[src/rtl/alu_arbiter.sv]
// Two-port round-robin arbiter in front of the shared combinational ALU, with
// bounded ownership locks and a one-cycle registered response path.
module alu_arbiter #(
    parameter int              W        = 8,
    parameter int              OPS      = 4,
    parameter logic [OPS-1:0]  IDLE_OP  = '0,
    parameter int              MAX_LOCK = 4
) (
    input  logic            Clk,
    input  logic            Reset_n,
    input  logic            req0,
    input  logic            req1,
    input  logic            lock0,
    input  logic            lock1,
    input  logic [OPS-1:0]  op0,
    input  logic [OPS-1:0]  op1,
    input  logic [W-1:0]    a0,
    input  logic [W-1:0]    a1,
    input  logic [W-1:0]    b0,
    input  logic [W-1:0]    b1,
    input  logic [2:0]      loop0,
    input  logic [2:0]      loop1,
    input  logic [4:0]      imm0,
    input  logic [4:0]      imm1,
    output logic            gnt0,
    output logic            gnt1,
    output logic [OPS-1:0]  alu_op,
    output logic [W-1:0]    alu_a,
    output logic [W-1:0]    alu_b,
    output logic [2:0]      alu_loop,
    output logic [4:0]      alu_imm,
    input  logic [W-1:0]    alu_out,
    input  logic            alu_zero,
    input  logic            alu_parity,
    input  logic            alu_odd,
    output logic            rsp_valid0,
    output logic            rsp_valid1,
    output logic [W-1:0]    rsp_data,
    output logic            rsp_zero,
    output logic            rsp_parity,
    output logic            rsp_odd,
    output logic            locked
);

    localparam int              LCW      = $clog2(MAX_LOCK + 1);
    localparam logic [LCW-1:0]  LOCK_MAX = LCW'(MAX_LOCK);

    typedef enum logic [1:0] {
        FREE = 2'd0,
        OWN0 = 2'd1,
        OWN1 = 2'd2
    } state_t;

    state_t          state_q, state_d;
    logic            last_gnt_q, last_gnt_d;
    logic [LCW-1:0]  lock_cnt_q, lock_cnt_d;

    logic            rsp_valid0_q, rsp_valid0_d;
    logic            rsp_valid1_q, rsp_valid1_d;
    logic [W-1:0]    rsp_data_q, rsp_data_d;
    logic            rsp_zero_q, rsp_zero_d;
    logic            rsp_parity_q, rsp_parity_d;
    logic            rsp_odd_q, rsp_odd_d;

    logic            gnt0_c, gnt1_c;
    logic            free_arb;

    // An owner whose req is low falls back to ordinary round-robin arbitration.
    always_comb begin
        gnt0_c   = 1'b0;
        gnt1_c   = 1'b0;
        free_arb = 1'b1;
        case (state_q)
            OWN0: begin
                if (req0) begin
                    free_arb = 1'b0;
                    if ((lock_cnt_q >= LOCK_MAX) && req1) gnt1_c = 1'b1;
                    else                                  gnt0_c = 1'b1;
                end
            end
            OWN1: begin
                if (req1) begin
                    free_arb = 1'b0;
                    if ((lock_cnt_q >= LOCK_MAX) && req0) gnt0_c = 1'b1;
                    else                                  gnt1_c = 1'b1;
                end
            end
            default: ;
        endcase
        if (free_arb) begin
            if (req0 && req1) begin
                gnt0_c = last_gnt_q;
                gnt1_c = ~last_gnt_q;
            end else begin
                gnt0_c = req0;
                gnt1_c = req1;
            end
        end
    end

    always_comb begin
        alu_op   = IDLE_OP;
        alu_a    = '0;
        alu_b    = '0;
        alu_loop = '0;
        alu_imm  = '0;
        if (gnt0_c) begin
            alu_op   = op0;
            alu_a    = a0;
            alu_b    = b0;
            alu_loop = loop0;
            alu_imm  = imm0;
        end else if (gnt1_c) begin
            alu_op   = op1;
            alu_a    = a1;
            alu_b    = b1;
            alu_loop = loop1;
            alu_imm  = imm1;
        end
    end

    always_comb begin
        state_d    = FREE;
        lock_cnt_d = '0;
        last_gnt_d = last_gnt_q;
        if (gnt0_c) begin
            last_gnt_d = 1'b0;
            if (lock0) begin
                state_d = OWN0;
                if (state_q == OWN0)
                    lock_cnt_d = (lock_cnt_q >= LOCK_MAX) ? LOCK_MAX : lock_cnt_q + 1'b1;
                else
                    lock_cnt_d = LCW'(1);
            end
        end else if (gnt1_c) begin
            last_gnt_d = 1'b1;
            if (lock1) begin
                state_d = OWN1;
                if (state_q == OWN1)
                    lock_cnt_d = (lock_cnt_q >= LOCK_MAX) ? LOCK_MAX : lock_cnt_q + 1'b1;
                else
                    lock_cnt_d = LCW'(1);
            end
        end
    end

    // Response registers only load on a granted cycle so the last result persists.
    always_comb begin
        rsp_valid0_d = gnt0_c;
        rsp_valid1_d = gnt1_c;
        rsp_data_d   = rsp_data_q;
        rsp_zero_d   = rsp_zero_q;
        rsp_parity_d = rsp_parity_q;
        rsp_odd_d    = rsp_odd_q;
        if (gnt0_c || gnt1_c) begin
            rsp_data_d   = alu_out;
            rsp_zero_d   = alu_zero;
            rsp_parity_d = alu_parity;
            rsp_odd_d    = alu_odd;
        end
    end

    always_ff @(posedge Clk or negedge Reset_n) begin
        if (!Reset_n) begin
            state_q      <= FREE;
            last_gnt_q   <= 1'b1;
            lock_cnt_q   <= '0;
            rsp_valid0_q <= 1'b0;
            rsp_valid1_q <= 1'b0;
            rsp_data_q   <= '0;
            rsp_zero_q   <= 1'b0;
            rsp_parity_q <= 1'b0;
            rsp_odd_q    <= 1'b0;
        end else begin
            state_q      <= state_d;
            last_gnt_q   <= last_gnt_d;
            lock_cnt_q   <= lock_cnt_d;
            rsp_valid0_q <= rsp_valid0_d;
            rsp_valid1_q <= rsp_valid1_d;
            rsp_data_q   <= rsp_data_d;
            rsp_zero_q   <= rsp_zero_d;
            rsp_parity_q <= rsp_parity_d;
            rsp_odd_q    <= rsp_odd_d;
        end
    end

    assign gnt0       = gnt0_c;
    assign gnt1       = gnt1_c;
    assign rsp_valid0 = rsp_valid0_q;
    assign rsp_valid1 = rsp_valid1_q;
    assign rsp_data   = rsp_data_q;
    assign rsp_zero   = rsp_zero_q;
    assign rsp_parity = rsp_parity_q;
    assign rsp_odd    = rsp_odd_q;
    assign locked     = (state_q != FREE);

endmodule

[config.mk]
export PLATFORM = sky130hd
export DESIGN_NAME = alu_arbiter
export DESIGN_NICKNAME = d
export VERILOG_FILES = /design/src/rtl/alu_arbiter.sv
export SDC_FILE = /design/constraint.sdc
export NUM_CORES = 1
export LEC_CHECK = 0
export CORE_ASPECT_RATIO = 0.75
export CORE_UTILIZATION = 33
export DETAILED_ROUTE_END_ITERATION = 12
export PLACE_DENSITY = 0.87
export REMOVE_ABC_BUFFERS = 1
export SKIP_LAST_GASP = 1
export SYNTH_ARGS = -nofsm -noshare
export SYNTH_HDL_FRONTEND = slang
export SYNTH_SLANG_ARGS = --single-unit
[constraint.sdc]
create_clock -name Clk -period 2.7 [get_ports Clk]
set_input_delay 0.27 -clock Clk [delete_from_list [all_inputs] [get_ports Clk]]
set_output_delay 0.27 -clock Clk [all_outputs]
set_load 0.02 [all_outputs]
==> metrics, run 1 <==
Fmax between 0.3 and 0.4 GHz; crit path max fanout 31; RSZ-0062 raised after global routing false; Setup Buffers After CTS 0; IO Count 117; Synthesis Warnings 0; Final Hold Vio Count 0; gr busiest metal met2; layout filler cell count roughly 340; Nets ~340; worst stage delay on the critical path 0.39 ns; DR vias 1604; routed length per instance approximately 15 um; # port buffers about 120; GR Util met3 approximately 5.6%; WP data required roughly 2.4 ns; gr ovfl total 0; post-synth cell types 28; number of max-cap violations 0; final instance area ~2700 um2; H-tree depth 1; initial antenna violation count 0; PwrDens 844.0 nW/um2; Crit-path slowest cell dfrtp_1; slew margin rel. about 43%; Multi-input gate area approximately 860 um2; leakage about 1.3 nW; initial drt markers between 40 and 50; VDD IR max between 400 and 500 uV; CTS Buf Count 3; register area 476.7 um2; width of the die approximately 77 um; main flop type after synthesis dfrtp_1; cell accounting for the most synthesized area dfrtp_1; Final Wtd Congestion approximately 0.85; Die Height 58.59 um; Post-DP Area 2673 um2; DR vias/cell roughly 5.2; global-route wire length before repair between 7 and 8 mm; n_diodes 0; synthesized flop and latch total 19; hold_ws around 0.5 ns; Mapped Area around 1400 um2; Tot GR Track Use 22.24%; Critical Path Source Type flop; Seq/Total Area, Yosys 33.84%; setup TNS 0 ns; Root Driver clkbuf_8; Mean Syn Cell Area about 10 um2; CTS tree built; number of flops mapped to enable cells by yosys 0; clk slew on worst S/H paths approximately 0.07 ns; number of global-route vias before repair 1615; final setup fails 0; die area 4537 um2; Core ar. roughly 4100 um2; Synth area leaders dfrtp_1, a31o_2, and3_1; Final min period between 2 and 3 ns; # hold bufs at CTS 0; Synth top cells by count and3_1, a31o_2, dfrtp_1, mux2_4, inv_1; largest net degree at the start of global routing 32; DP HPWL between 3 and 4 mm; layout cells sized above 1 22.27%; Slew @ Worst Pin 0.8583 ns; crit path cell chain inv_1, ha_2, mux2i_1, a31oi_2, nand2_1, buf_12, a31o_2, dlygate4sd2_1; dominant cell by count in the synthesized netlist and3_1; Hold Path Class primary input to asynchronous set/reset pin; Starting Density 34.54%; Synth Instances 141; crit end category output pin; Post-synth ARST share 100.0%; M2 GR Usage 37.80%; met1 Track Usage GR between 20 and 30%; DRC viols 0; Crit Path Class flop to output pin; Slew Viols, Final 0; Detail Route Antenna Nets 0; share of the synthesized area in the top cell type about a third; status completed; final WL between 4 and 5 mm; worst endpoint data arrival time about 2.3 ns; drt first pass iters 4; Num Clock Sinks 19; reg2reg setup slack 0.37 ns; clk_skew about 0.007 ns; Clock Latency Late Sink around 0.26 ns; share of the clock period used by the worst path 93.73%; Area growth, synth to finish 92.18%; Max Buffers Root-to-Sink 2; # rows 20
-- cell usage in the layout, fill, tap and decap left out --
master and instances:
a21boi_0 1, a31o_2 28, a31oi_2 1, a32o_2 1, and3_1 30, buf_12 3, buf_4 5, clkbuf_1 1
clkbuf_8 3, clkdlybuf4s50_1 86, dfrtp_1 18, dfstp_2 1, dlygate4sd2_1 28, dlymetal6s2s_1 2, ha_1 3, ha_2 1
ha_4 1, inv_1 6, inv_2 1, mux2_2 1, mux2_4 10, mux2i_1 1, nand2_1 4, nand2b_1 2
nand3_1 3, nand3b_1 1, nand4_1 1, nand4bb_1 1, nor2_1 3, nor3b_2 1, o21a_1 3, o21ai_0 2
o31ai_1 1, o41ai_1 2
-- sequential cells by signal, indices dropped and copies added, names as in the netlist --
name        count
rsp_data        8
rsp_valid1      1
state_q         2
lock_cnt_q      3
rsp_parity      1
last_gnt_q      1
rsp_valid0      1
rsp_zero        1
rsp_odd         1
-- logic make-up (layout without fill, tap and decap cells) --
logic type               after synthesis  after routing  synth area share [%]
multiplexers                          12             12                 12.17
flip-flops                            19             19                 33.84
AND/OR/NAND/NOR                       46             46                 19.45
AO/OA/AOI/OAI                         39             39                 23.71
buffers and inverters                 20            135                 6.394
adder cells (fa/ha/maj)                5              5                 4.440
-- layer usage --
| metal | routed length (um) | vias up | share of wire [%] |
|---|---|---|---|
| met2 | 2312 | 75 | 48 |
| met1 | 2060 | 754 | 43 |
| met3 | 304 | 12 | 6.3 |
| met4 | 131 | 0 | 2.7 |
| li1 | - | 763 | - |
| met5 | 0 | - | 0 |
-- power by group --
| part | internal (W) | switching, W | total, W |
|---|---|---|---|
| registers | 0.000402 | 0.0000659 | 0.000468 |
| clock network | 0.000105 | 0.0000897 | 0.000195 |
| logic | 0.000824 | 0.000799 | 0.00162 |
-- path summary, 6_finish.rpt --
path                              from           to  cells past startpoint
min in group Clk           rsp_data[0]  rsp_data[0]                      1
hold / removal                 Reset_n      rsp_odd                      1
setup reg to reg            state_q[0]  rsp_data[2]                      7
max in group asynchronous      Reset_n   rsp_valid0                      1
setup / recovery            state_q[0]     alu_a[1]                      8
hold reg to reg            rsp_data[0]  rsp_data[0]                      1
-- final cells by class --
type	instances	area share (%)
clock buffers	4	1.664
inverters	7	0.9704
multi-input cells	102	31.84
flip-flops and latches	19	17.61
well taps	55	2.542
repair buffers	124	45.38
-- stage by stage --
stage	setup slack [ns]	instances	util, %	total power [W]
2_1_floorplan	-0.03638	128	-	0.001357
3_3_place_gp	0.1753	307	65.52	0.002153
3_5_place_dp	0.1502	307	65.52	0.002181
4_1_cts	0.004249	311	65.95	0.002297
5_1_grt	0.02129	311	66.38	0.002423
6_report	0.1694	311	66.38	0.002285
-- critical path, delay by kind of cell, from the launching register on --
family | cells | cell delay, ns
buffers and inverters | 3 | 0.62
AOI/OAI and AO/OA | 2 | 0.49
DFF | 1 | 0.39
adders and majority gates | 1 | 0.25
and+or+nand+nor | 1 | 0.13
muxes | 1 | 0.11
-- timing repair --
item | CTS | global route
gates resized for setup | 30 | 5
pin swaps | 0 | 0
endpoints found under the setup margin | 29 | 30
Power figures use the tool's default switching activity.
==> run 2, diff against run 1 <==
- CTS_BUF_LIST: unset -> sky130_fd_sc_hd__clkbuf_8 sky130_fd_sc_hd__clkbuf_16
==> metrics, run 2 (synthesis results as in run 1) <==
status completed; global-route wire length before repair 7.783 mm (unchanged); Starting Density 34.54% (unchanged); max reg flops 8 (unchanged); slew margin rel. 42.49% (-0.11 points); DR vias/cell 5.158 (unchanged); # port buffers 116 (unchanged); Nets 335 (unchanged); largest net degree at the start of global routing 32 (unchanged); Slew Viols, Final 0 (unchanged); number of max-cap violations 0 (unchanged); drt first pass iters 4 (unchanged); width of the die 77.45 um (unchanged); DR vias 1604 (unchanged); Detail Route Antenna Nets 0 (unchanged); Comb power frac 71.1% (about the same); # hold bufs at CTS 0 (unchanged); Core ar. 4079 um2 (unchanged); number of global-route vias before repair 1615 (unchanged); n_diodes 0 (unchanged); die area 4537 um2 (unchanged); routed length per instance 15.45 um (about the same); Switch Pwr 0.0009553 W (+0.11%); Area growth, synth to finish 92.18% (unchanged); Final Wtd Congestion 0.8474 (unchanged); Crit Path Class flop to output pin; CTS tree built; Tot GR Track Use 22.24% (unchanged); DRC viols 0 (unchanged); RSZ-0062 raised after global routing false; Hold Path Class primary input to asynchronous set/reset pin; crit end category output pin; Final Hold Vio Count 0 (unchanged); share of the clock period used by the worst path 93.76% (about the same); Setup Buffers After CTS 0 (unchanged); Fmax 0.3950 GHz (about the same); CTS Buf Count 3 (unchanged); Switching Share 41.86% (+0.096 points); initial antenna violation count 0 (unchanged); IO Count 117 (unchanged); Clk pwr share 8.4% (about the same); leakage 1.329 nW (+0.31%); clk slew on worst S/H paths 0.07 ns (about the same); DP HPWL 3.691 mm (unchanged); clk_skew 0.005908 ns (-0.001070 ns); internal power 0.001327 W (-0.29%); final instance area 2708 um2 (unchanged); Final min period 2.531 ns (+0.0008600 ns); layout cells sized above 1 22.27% (unchanged); final WL 4.804 mm (about the same); Num Clock Sinks 19 (unchanged); crit path max fanout 31 (unchanged); PwrDens 842.9 nW/um2 (-0.12%); Tot Pwr 0.002282 W (-0.12%); most frequent cells in the layout clkdlybuf4s50_1, and3_1, a31o_2, dlygate4sd2_1, dfrtp_1; Root Driver clkbuf_8; Util after Layout 66.38% (unchanged); gr ovfl total 0 (unchanged); WP data required 2.43 ns (about the same); Critical Path Source Type flop; Die Height 58.59 um (unchanged); initial drt markers 44 (unchanged); VDD IR max 422.9 uV (about the same); H-tree depth 1 (unchanged); Post-DP Area 2673 um2 (unchanged); Clock Latency Late Sink 0.26 ns (about the same); final setup fails 0 (unchanged); worst endpoint data arrival time 2.26 ns (about the same); Max Buffers Root-to-Sink 2 (unchanged); # rows 20 (unchanged); layout filler cell count 335 (unchanged); commonest non-fill, non-tap cell in the layout clkdlybuf4s50_1; Slew @ Worst Pin 0.8600 ns (+0.001639 ns); Flop pwr share 20.5% (about the same); hold_ws 0.4998 ns (+0.0005830 ns)
[run 2: cell count changes in the layout (fill, tap and decap cells not counted), sizes merged]
cell	before	now
inv	7	8
clkbuf	4	3
[run 2: power groups by stage]
stage	registers, W	clock network, W	logic (W)
after floorplan	0.000579	0	0.000778
after global placement	0.000463	0	0.00169
after detailed placement	0.000469	0	0.00171
after CTS	0.000469	0.000198	0.00163
after global routing	0.000481	0.000213	0.00172
final	0.000468	0.000192	0.00162
[run 2: critical path, cell delays in order (launching register included)]
cell	delay [ns]
dfrtp_1	0.39
inv_1	0.12
ha_2	0.25
mux2i_1	0.11
a31oi_2	0.25
nand2_1	0.13
buf_12	0.19
a31o_2	0.24
dlygate4sd2_1	0.31
[run 2: through the flow]
step / setup WS (ns) / setup TNS, ns / instances
floorplan: -0.03638 / -1.019 / 128
global placement: 0.1753 / 0 / 307
detailed placement: 0.1502 / 0 / 307
CTS: 0.004249 / 0 / 311
global route: 0.02129 / 0 / 311
finish: 0.1685 / 0 / 311
[run 2: area by class of cell]
type,instances,area (um2),area share [%]
tap,55,68.82,2.542
sequential,19,476.7,17.61
clock inverter,1,3.754,0.1386
multi-input combinational,102,862.1,31.84
inverter,7,26.28,0.9704
timing repair buffer,124,1229,45.38
clock buffer,3,41.29,1.525
[run 2: per-layer routing]
layer | GRT usage [%] | wire length, um
met1 | 27.59 | 2052
met2 | 37.80 | 2297
met3 | 5.581 | 324
met4 | 8.356 | 130
met5 | 0 | 0
[run 2: worst paths after layout]
kind / slack [ns] / cells after the start / end / start
max: 0.17 / 8 / alu_a[1] / state_q[0]
min: 0.50 / 1 / rsp_odd / Reset_n
max reg2reg: 0.37 / 7 / rsp_data[2] / state_q[0]
min reg2reg: 0.51 / 1 / rsp_data[0] / rsp_data[0]
max in group asynchronous: 1.67 / 1 / rsp_valid0 / Reset_n
min in group Clk: 0.51 / 1 / rsp_data[0] / rsp_data[0]
[run 2: what timing repair did]
action	CTS	global route
endpoints found under the setup margin	29	30
resized for setup	30	5
pin swaps	0	0
